--- config.mk ---
export PLATFORM = sky130hd
export DESIGN_NAME = ring_token_arbiter
export DESIGN_NICKNAME = d
export VERILOG_FILES = /design/src/rtl/ring_token_arbiter.sv
export SDC_FILE = /design/constraint.sdc
export NUM_CORES = 1
export LEC_CHECK = 0
export CORE_MARGIN = 2
export CORE_UTILIZATION = 59
export DETAILED_ROUTE_END_ITERATION = 16
export DONT_BUFFER_PORTS = 1
export PLACE_DENSITY = 0.75
export SLEW_MARGIN = 25
export SYNTH_ARGS = -nofsm -noshare
export SYNTH_HDL_FRONTEND = slang
export SYNTH_SLANG_ARGS = --single-unit
--- constraint.sdc ---
create_clock -name clk -period 2 [get_ports clk]
set_input_delay 0.5 -clock clk [delete_from_list [all_inputs] [get_ports clk]]
set_output_delay 0.5 -clock clk [all_outputs]
set_load 0.03 [all_outputs]
--- src/rtl/ring_token_arbiter.sv ---
// Round-robin arbiter with a rotating one-hot priority token and a burst-limited grant.
// Grant appears 1 cycle after a request is sampled; every release inserts one idle cycle.
module ring_token_arbiter #(
    parameter int N     = 4,
    parameter int CNT_W = 3
) (
    input  logic         clk,
    input  logic         init,
    input  logic [N-1:0] req,
    output logic [N-1:0] grant,
    output logic         busy,
    output logic [N-1:0] ptr,
    output logic         expire
);

    typedef enum logic {IDLE = 1'b0, OWN = 1'b1} state_t;

    localparam int             MAX_BURST = 1 << CNT_W;
    localparam logic [CNT_W:0] CNT_MAX   = MAX_BURST[CNT_W:0];
    localparam logic [N-1:0]   PTR_RST   = N'(1) << (N - 1);

    state_t         state_q, state_d;
    logic [N-1:0]   grant_q, grant_d;
    logic [N-1:0]   ptr_q, ptr_d;
    logic [CNT_W:0] cnt_q, cnt_d;
    logic           expire_q, expire_d;

    logic [N-1:0]   win;
    logic [N-1:0]   mask;
    logic           found;

    // MSB toward LSB with LSB wrapping to MSB; identity when N == 1.
    function automatic logic [N-1:0] rotr(input logic [N-1:0] v);
        return (v >> 1) | (v << (N - 1));
    endfunction

    always_ff @(posedge clk) begin
        if (init) begin
            state_q  <= IDLE;
            grant_q  <= '0;
            ptr_q    <= PTR_RST;
            cnt_q    <= '0;
            expire_q <= 1'b0;
        end else begin
            state_q  <= state_d;
            grant_q  <= grant_d;
            ptr_q    <= ptr_d;
            cnt_q    <= cnt_d;
            expire_q <= expire_d;
        end
    end

    // Walk the priority order starting at the token; first live request wins.
    always_comb begin
        win   = '0;
        mask  = ptr_q;
        found = 1'b0;
        for (int k = 0; k < N; k++) begin
            if (!found && ((req & mask) != '0)) begin
                win   = mask;
                found = 1'b1;
            end
            mask = rotr(mask);
        end
    end

    always_comb begin
        state_d  = state_q;
        grant_d  = grant_q;
        ptr_d    = ptr_q;
        cnt_d    = cnt_q;
        expire_d = 1'b0;
        case (state_q)
            IDLE: begin
                if (req != '0) begin
                    state_d = OWN;
                    grant_d = win;
                    cnt_d   = (CNT_W + 1)'(1);
                end
            end
            OWN: begin
                // A dropped request wins over the limit, so no expire in that case.
                if ((req & grant_q) == '0 || cnt_q == CNT_MAX) begin
                    state_d  = IDLE;
                    grant_d  = '0;
                    ptr_d    = rotr(grant_q);
                    cnt_d    = '0;
                    expire_d = ((req & grant_q) != '0);
                end else begin
                    cnt_d = cnt_q + 1'b1;
                end
            end
            default: begin
                state_d = IDLE;
                grant_d = '0;
            end
        endcase
    end

    always_comb begin
        grant  = grant_q;
        ptr    = ptr_q;
        expire = expire_q;
        busy   = (state_q == OWN);
    end

endmodule

==> impl_metrics.json, run 1 <==
{
  "min_period_over_period": 0.879,
  "design_area_um2": 888,
  "list_of_cells_traversed_by_the_critical_path": "inv_1 -> ha_1 -> nand2_1 -> o22a_1 -> nand2b_1 -> inv_1 -> a2111oi_0",
  "post_cts_buffers": 0,
  "rrSetupSlack_ns": 0.24,
  "cts_buffers": 3,
  "fp-row-count": 13,
  "hold_path_end": "cnt_q[1]",
  "hpwl_mm": 1.30,
  "maxCapViolCount": 0,
  "cp_required_ns": 2.17,
  "first_pass_iters": 5,
  "min_path_cells": 1,
  "report.final.setup_viol": 0,
  "worst_slew_margin_rel": 0.671,
  "starting_utilization_of_the_core_area": 0.629,
  "postCtsResizedCells": 0,
  "globalRouteOverflowTotal": 0,
  "netlist_top_cells_area": "sky130_fd_sc_hd__dfxtp_1 34%, sky130_fd_sc_hd__a22oi_1 8.3%, sky130_fd_sc_hd__nand2b_1 5.4%, sky130_fd_sc_hd__a222oi_1 4.9%, sky130_fd_sc_hd__o2bb2ai_1 4.3%",
  "h_tree_level_count": 1,
  "max-vdd-ir-drop_uv": 512,
  "max_freq_mhz": 569,
  "postSynthCellCount": 92,
  "final_net_count": 108,
  "route.detailed.drc": 0,
  "cellPowerDensity_mw_per_mm2": 831,
  "post-route-min-period_ns": 1.76,
  "final_layout_size_suffix_gt1_frac": 0.152,
  "die_width_um": 41.2,
  "critPathArrivalTime_ns": 1.93,
  "wl_per_cell_um": 15.6,
  "cell_mode_on_critical_path": "sky130_fd_sc_hd__inv_1",
  "num-fill-cells": 108,
  "worst-path-max-fanout": 7,
  "worstPathBufferInverterCount": 2,
  "multi_input_comb_area_um2": 470,
  "sequential_share_of_the_synthesized_area": 0.343,
  "netlist_area_um2": 818,
  "async_flop_share": 0,
  "viasPerCell": 6.46,
  "cts_hold_buf": 0,
  "final_hold_viol_count": 0,
  "fin_worst_skew_ns": 0.00518,
  "max-clock-path-buffers": 2,
  "static-leakage-power_nw": 0.347,
  "mappedNetlistNets": 100,
  "synth-edff-count": 0,
  "rr_worst_depth": 7,
  "cpMaxStageDelayCell": "sky130_fd_sc_hd__dfxtp_1",
  "cts.root.buffer_cell": "sky130_fd_sc_hd__clkbuf_4",
  "syn_area_per_cell_um2": 8.89,
  "worstHoldPathType": "input port to flip-flop",
  "tritoncts": "done",
  "cts.reportedPaths.clkPinSlew_ns": 0.09,
  "top_cell_type_by_total_area_after_synthesis": "sky130_fd_sc_hd__dfxtp_1",
  "critical-path-top-delay-family": "compound AO/OA/AOI/OAI gates",
  "yosys.cell_types.count": 29,
  "sequential_cell_area_um2": 280,
  "ys_ff_latch": 14,
  "cts_num_sinks": 14,
  "area_growth_pct": 8.56,
  "max_stage_delay_ns": 0.43,
  "grt_antenna_before_repair": 0,
  "grt_max_degree": 13,
  "grt_setup_unrepaired": "false",
  "dpl-instance-area_um2": 852,
  "yosysTopAreaCellShare": 0.343,
  "setup-tns-final_ns": 0,
  "grt_first_pass_wirelength_mm": 2.61,
  "worstReg2RegEnd": "cnt_q[0]",
  "detailroute.via_count": 736,
  "floorplan.die.height_um": 41.2,
  "synth.yosys.warnings": 0,
  "insertedDiodeCount": 0,
  "port_buffers": 0,
  "worstSkewPairLatency_ns": 0.28,
  "worstMarginPinSlew_ns": 0.493,
  "utilization": 0.683,
  "core_region_area_mm2": 0.00130,
  "grtUsageTotal": 0.247,
  "place_congestion": 0.742,
  "grt_pass1_vias": 620,
  "yosys_most_used_dff": "sky130_fd_sc_hd__dfxtp_1",
  "crit_path_start_kind": "flip-flop",
  "holdCritStartpoint": "init",
  "final_antenna_net_count": 0,
  "status": "complete, no violations",
  "initialDrtViolationCount": 38,
  "final_max_slew_viol_count": 0,
  "die_area_mm2": 0.00170,
  "setup.worst_path.end_class": "flip-flop",
  "worst_r2r_startpoint": "cnt_q[0]",
  "postRouteWirelength_mm": 1.77,
  "timing_worst_setup_path_type": "flip-flop to flip-flop",
  "ports_placed_on_the_boundary": 16
}
[how the worst max path moves through the flow]
| stage | startpoint | end | cells after the start |
|---|---|---|---|
| 6_report | cnt_q[0] | cnt_q[0] | 7 |
| 5_1_grt | cnt_q[0] | cnt_q[0] | 7 |
| 4_1_cts | cnt_q[0] | cnt_q[0] | 7 |
| 3_5_place_dp | req[0] | grant[2] | 5 |
| 3_3_place_gp | req[2] | grant[2] | 5 |
| 2_1_floorplan | ptr[3] | grant[0] | 6 |
[power breakdown]
group / switching [mW] / total, mW / internal [mW]
sequential: 0.0372 / 0.338 / 0.300
clock: 0.0937 / 0.205 / 0.111
combinational: 0.113 / 0.196 / 0.0831
total: 0.244 / 0.738 / 0.494
[final cells by class]
class / count / share of cell area
inverters: 4 / 0.0169
clock buffers: 4 / 0.0408
flip-flops and latches: 14 / 0.315
repair buffers: 9 / 0.0761
multi-input cells: 68 / 0.530
well taps: 15 / 0.0211
[synthesized netlist by cell type (3+ instances only)]
cell	count
sky130_fd_sc_hd__a22oi_1	9
sky130_fd_sc_hd__buf_6	3
sky130_fd_sc_hd__mux2i_1	3
sky130_fd_sc_hd__inv_1	4
sky130_fd_sc_hd__nand2b_1	7
sky130_fd_sc_hd__o2bb2ai_1	4
sky130_fd_sc_hd__a222oi_1	4
sky130_fd_sc_hd__o21ai_1	4
sky130_fd_sc_hd__dfxtp_1	14
sky130_fd_sc_hd__nand2_1	5
sky130_fd_sc_hd__nor3_1	3
sky130_fd_sc_hd__nor2_1	9
[worst reg2reg max path, stage by stage, from the launching register on]
cell and delay [ns]:
sky130_fd_sc_hd__dfxtp_1 0.43, sky130_fd_sc_hd__inv_1 0.07, sky130_fd_sc_hd__ha_1 0.19, sky130_fd_sc_hd__nand2_1 0.06, sky130_fd_sc_hd__o22a_1 0.15, sky130_fd_sc_hd__nand2b_1 0.33, sky130_fd_sc_hd__inv_1 0.10, sky130_fd_sc_hd__a2111oi_0 0.32
[registers in the layout, indices dropped and copies added (netlist names)]
signal	flops
expire	1
busy	1
ptr	4
cnt_q	4
grant	4
[cells by family (layout without fill, tap and decap cells)]
group                      Yosys count  after routing  synth area share
buffers and inverters               10             17            0.0826
adders and majority gates            2              2            0.0306
DFF                                 14             14             0.343
AOI/OAI and AO/OA                   32             32             0.310
and+or+nand+nor                     31             31             0.197
muxes                                3              3            0.0367
[layout by cell type, fill, tap and decap left out, types with 2 or more instances in the layout]
cell and n:
sky130_fd_sc_hd__nand2b_1 7, sky130_fd_sc_hd__a311oi_1 2, sky130_fd_sc_hd__clkbuf_4 3, sky130_fd_sc_hd__and2_1 2, sky130_fd_sc_hd__a22oi_1 9, sky130_fd_sc_hd__a22o_1 2
sky130_fd_sc_hd__ha_1 2, sky130_fd_sc_hd__inv_1 4, sky130_fd_sc_hd__mux2i_1 3, sky130_fd_sc_hd__dfxtp_1 14, sky130_fd_sc_hd__a21oi_1 2, sky130_fd_sc_hd__nor3_1 3
sky130_fd_sc_hd__nand2_1 5, sky130_fd_sc_hd__nor2_1 9, sky130_fd_sc_hd__a222oi_1 4, sky130_fd_sc_hd__o2bb2ai_1 4, sky130_fd_sc_hd__o21ai_1 4, sky130_fd_sc_hd__buf_4 9
[metal layers]
| layer | share of wire | track usage |
|---|---|---|
| met4 | 0.023 | 0.145 |
| met3 | 0.060 | 0.0598 |
| met5 | 0 | 0 |
| met1 | 0.47 | 0.317 |
| met2 | 0.45 | 0.371 |
[through the flow]
stage	std cells	hold slack, ns	power, mW	setup slack, ns
after global routing	114	0.263	0.773	0.0116
after floorplan	92	0.451	0.502	0.225
final	114	0.272	0.738	0.242
after global placement	110	0.473	0.535	0.232
after CTS	114	0.269	0.741	0.204
after detailed placement	110	0.475	0.538	0.205
No activity file was read; power rests on OpenSTA's default activity.
==> inputs of run 2 (changes only) <==
Settings changed: CAP_MARGIN from default to 5, CELL_PAD_IN_SITES_DETAIL_PLACEMENT from default to 0, CELL_PAD_IN_SITES_GLOBAL_PLACEMENT from default to 1, CORE_UTILIZATION 59 to 44, PLACE_DENSITY 0.75 to default, PLACE_DENSITY_LB_ADDON from default to 0.1, TNS_END_PERCENT from default to 30.
==> impl_metrics.json, run 2 (synthesized netlist as in run 1, its figures left out) <==
{
  "list_of_cells_traversed_by_the_critical_path": "a22oi_1 -> nand2_2 -> or4b_4 -> o21ai_1 -> o2bb2ai_1",
  "initialDrtViolationCount": 42,
  "final_net_count": 108,
  "cpMaxStageDelayCell": "sky130_fd_sc_hd__or4b_4",
  "min_period_over_period": 0.864,
  "placedCellCount": 120,
  "cts_buffers": 3,
  "most-common-layout-cells": "14 x sky130_fd_sc_hd__dfxtp_1, 9 x sky130_fd_sc_hd__nor2_1, 9 x sky130_fd_sc_hd__a22oi_1, 9 x sky130_fd_sc_hd__buf_4, 6 x sky130_fd_sc_hd__nand2b_1",
  "worstPathBufferInverterCount": 0,
  "cts.root.buffer_cell": "sky130_fd_sc_hd__clkbuf_4",
  "ports_placed_on_the_boundary": 16,
  "floorplan.die.height_um": 47.1,
  "timing_worst_setup_path_type": "flip-flop to flip-flop",
  "report.final.setup_viol": 0,
  "route.detailed.drc": 0,
  "first_pass_iters": 6,
  "post-route-min-period_ns": 1.73,
  "total_power_uw": 692,
  "static-leakage-power_nw": 0.340,
  "most_frequent_standard_cell_in_the_layout_excluding_fill_and_tap_cells": "sky130_fd_sc_hd__dfxtp_1",
  "final_hold_viol_count": 0,
  "worstMarginPinSlew_ns": 0.502,
  "crit_path_start_kind": "flip-flop",
  "cts_num_sinks": 14,
  "worstHoldPathType": "input port to flip-flop",
  "status": "complete, no violations",
  "max_freq_mhz": 579,
  "starting_utilization_of_the_core_area": 0.469,
  "fin_worst_skew_ns": 0.00679,
  "final_layout_size_suffix_gt1_frac": 0.153,
  "setup.worst_path.end_class": "flip-flop",
  "critical-path-top-delay-family": "simple AND/OR/NAND/NOR gates",
  "critPathArrivalTime_ns": 1.88,
  "die_width_um": 47.1,
  "tritoncts": "done",
  "cts.reportedPaths.clkPinSlew_ns": 0.08,
  "worst-path-max-fanout": 10,
  "globalRouteOverflowTotal": 0,
  "worstSkewPairLatency_ns": 0.28,
  "fp-row-count": 15,
  "postRouteWirelength_mm": 1.82,
  "grt_first_pass_wirelength_mm": 3.13,
  "port_buffers": 0,
  "grt_setup_unrepaired": "false",
  "wl_per_cell_um": 14.8,
  "core_region_area_mm2": 0.00175,
  "postCtsResizedCells": 0,
  "cts_hold_buf": 0,
  "grt_max_degree": 13,
  "final_antenna_net_count": 0,
  "cp_required_ns": 2.16,
  "grt_antenna_before_repair": 0,
  "die_area_mm2": 0.00222,
  "place_congestion": 0.796,
  "setup-tns-final_ns": 0,
  "insertedDiodeCount": 0,
  "max-clock-path-buffers": 2,
  "h_tree_level_count": 1,
  "area_growth_pct": 8.72,
  "worst_slew_margin_rel": 0.665,
  "grtUsageTotal": 0.208,
  "utilization": 0.510,
  "final_max_slew_viol_count": 0,
  "max-vdd-ir-drop_uv": 442,
  "maxCapViolCount": 0,
  "max_stage_delay_ns": 0.58,
  "hpwl_mm": 1.36,
  "detailroute.via_count": 741,
  "viasPerCell": 6.02,
  "grt_pass1_vias": 667,
  "cellPowerDensity_mw_per_mm2": 778,
  "post_cts_buffers": 0,
  "non_filler_instances": 123
}
-- run 2: routing by layer --
layer  vias up  part of all wire  global-route usage
met5         -                 0                   0
met2        32              0.39               0.282
met4         0             0.010              0.0667
met3         2             0.093              0.0962
met1       339              0.50               0.292
li1        368                 -                   -
-- run 2: final cells by class --
type,instances,area [µm²]
Sequential cell,14,280
Fill cell,172,856
Timing Repair Buffer,9,67.6
Multi-Input combinational cell,68,473
Tap cell,25,31.3
Clock buffer,3,22.5
Inverter,4,15.0
-- run 2: stage by stage --
stage | hold WS [ns] | worst slack [ns] | instance area (µm²)
CTS | 0.276 | 0.231 | 887
global placement | 0.481 | 0.224 | 865
finish | 0.281 | 0.273 | 890
floorplan | 0.451 | 0.225 | 818
global route | 0.264 | 0.0422 | 890
detailed placement | 0.470 | 0.195 | 865
-- run 2: power breakdown --
group          switching (mW)  internal, mW
combinational           0.117        0.0844
sequential             0.0352         0.300
clock                  0.0859        0.0697
total                   0.238         0.454
-- run 2: final timing paths --
| path | from | slack, ns | to | cells past startpoint |
|---|---|---|---|---|
| setup reg to reg | ptr[2] | 0.27 | grant[2] | 5 |
| setup / recovery | ptr[2] | 0.27 | grant[2] | 5 |
| hold reg to reg | cnt_q[3] | 0.48 | cnt_q[3] | 1 |
| hold / removal | init | 0.28 | cnt_q[3] | 1 |
==> inputs of run 3 (changes only) <==
Clock period 2 ns to 1.8 ns, I/O delays scaled along.
==> impl_metrics.json, run 3 (synthesized netlist as in run 1, its figures left out) <==
{
  "most_frequent_standard_cell_in_the_layout_excluding_fill_and_tap_cells": "sky130_fd_sc_hd__buf_4",
  "floorplan.die.height_um": 47.1,
  "cts_buffers": 3,
  "cts_num_sinks": 14,
  "critPathArrivalTime_ns": 1.78,
  "insertedDiodeCount": 0,
  "placedCellCount": 127,
  "min_period_over_period": 0.901,
  "worstSetupStartpoint": "ptr[2]",
  "grt_antenna_before_repair": 0,
  "worst-path-max-fanout": 6,
  "m1WireLength_um": 948,
  "first_pass_iters": 4,
  "initialDrtViolationCount": 22,
  "tritoncts": "done",
  "num-fill-cells": 178,
  "multi_input_comb_area_um2": 472,
  "max-vdd-ir-drop_uv": 707,
  "grt_first_pass_wirelength_mm": 3.19,
  "final_layout_size_suffix_gt1_frac": 0.208,
  "met3_wirelength_um": 170,
  "max_freq_mhz": 617,
  "worstMarginPinSlew_ns": 0.523,
  "top_layer_used": "met4",
  "dr_wl_met2_um": 810,
  "route.detailed.drc": 0,
  "postRouteWirelength_mm": 1.96,
  "status": "complete, no violations",
  "cellPowerDensity_mw_per_mm2": 889,
  "final_hold_viol_count": 0,
  "critical_path.endpoint": "grant[2]",
  "starting_utilization_of_the_core_area": 0.469,
  "rr_worst_depth": 5,
  "hpwl_mm": 1.47,
  "port_buffers": 0,
  "post-route-min-period_ns": 1.62,
  "static-leakage-power_nw": 0.383,
  "worstHoldPathType": "input port to flip-flop",
  "grtUsageTotal": 0.214,
  "h_tree_level_count": 1,
  "die_area_mm2": 0.00222,
  "place_congestion": 0.830,
  "max-clock-path-buffers": 2,
  "detailroute.via_count": 778,
  "final_max_slew_viol_count": 0,
  "sequential_cell_area_um2": 280,
  "setup.worst_path.end_class": "flip-flop",
  "cts.root.buffer_cell": "sky130_fd_sc_hd__clkbuf_4",
  "worst_r2r_startpoint": "ptr[2]",
  "most-common-layout-cells": "16 x sky130_fd_sc_hd__buf_4, 14 x sky130_fd_sc_hd__dfxtp_1, 9 x sky130_fd_sc_hd__nor2_1, 9 x sky130_fd_sc_hd__a22oi_1, 7 x sky130_fd_sc_hd__nand2b_1",
  "crit_path_start_kind": "flip-flop",
  "globalRouteOverflowTotal": 0,
  "core_region_area_mm2": 0.00175,
  "fin_worst_skew_ns": 0.00706,
  "cts.reportedPaths.clkPinSlew_ns": 0.09,
  "whs_ns": 0.227,
  "setup-tns-final_ns": 0,
  "rrSetupSlack_ns": 0.18,
  "grt_max_degree": 13,
  "timing_worst_setup_path_type": "flip-flop to flip-flop",
  "grt_setup_unrepaired": "false",
  "area_growth_pct": 16.7,
  "report.final.setup_viol": 0,
  "worstSkewPairLatency_ns": 0.28,
  "cp_required_ns": 1.96,
  "final_net_count": 115,
  "final_antenna_net_count": 0,
  "min_path_cells": 1,
  "ports_placed_on_the_boundary": 16,
  "worstReg2RegEnd": "grant[2]",
  "viasPerCell": 5.94,
  "non_filler_instances": 131,
  "wl_per_cell_um": 15.0,
  "maxCapViolCount": 0,
  "grt_pass1_vias": 740,
  "die_width_um": 47.1,
  "fp-row-count": 15,
  "worst_slew_margin_rel": 0.651
}
run 3: area by class of cell:
| type | count | share of cell area |
|---|---|---|
| clock buffer | 4 | 0.0380 |
| inverter | 4 | 0.0157 |
| multi-input combinational | 68 | 0.494 |
| sequential | 14 | 0.294 |
| tap | 25 | 0.0328 |
| timing repair buffer | 16 | 0.126 |
run 3: timing repair:
item,in CTS,in global routing
gates resized for setup,0,1
hold endpoints to repair,0,0
endpoints found under the setup margin,0,1
hold buffers,0,0
setup buffers,0,0
run 3: where the power goes:
part           switching, mW  internal (mW)
Combinational          0.142          0.113
Clock                  0.104          0.123
Sequential            0.0321          0.334
Total                  0.279          0.570
run 3: metrics by stage:
step | worst slack [ns] | area, µm² | power (mW) | utilization
global placement | 0.115 | 917 | 0.623 | 0.525
CTS | 0.163 | 953 | 0.848 | 0.546
global route | 0.0452 | 955 | 0.898 | 0.547
detailed placement | 0.112 | 917 | 0.624 | 0.525
finish | 0.178 | 955 | 0.849 | 0.547
floorplan | 0.0246 | 818 | 0.558 | -
run 3: worst min-delay path by stage:
| stage | from | end | slack (ns) |
|---|---|---|---|
| 2_1_floorplan | cnt_q[3] | cnt_q[3] | 0.45 |
| 3_3_place_gp | cnt_q[3] | cnt_q[3] | 0.46 |
| 3_5_place_dp | cnt_q[3] | cnt_q[3] | 0.49 |
| 4_1_cts | init | cnt_q[3] | 0.22 |
| 5_1_grt | init | ptr[2] | 0.21 |
| 6_report | init | cnt_q[3] | 0.23 |
run 3: worst max-delay path, stage by stage (launching register included):
cell and delay, ns:
sky130_fd_sc_hd__dfxtp_1 0.38, sky130_fd_sc_hd__a22oi_1 0.26, sky130_fd_sc_hd__nand2_2 0.08, sky130_fd_sc_hd__or4b_4 0.56, sky130_fd_sc_hd__o21ai_1 0.15, sky130_fd_sc_hd__o2bb2ai_1 0.08
run 3: routing by layer:
metal,up-vias,GRT usage
li1,381,-
met1,363,0.277
met2,30,0.301
met3,4,0.0923
met4,0,0.111
met5,-,0
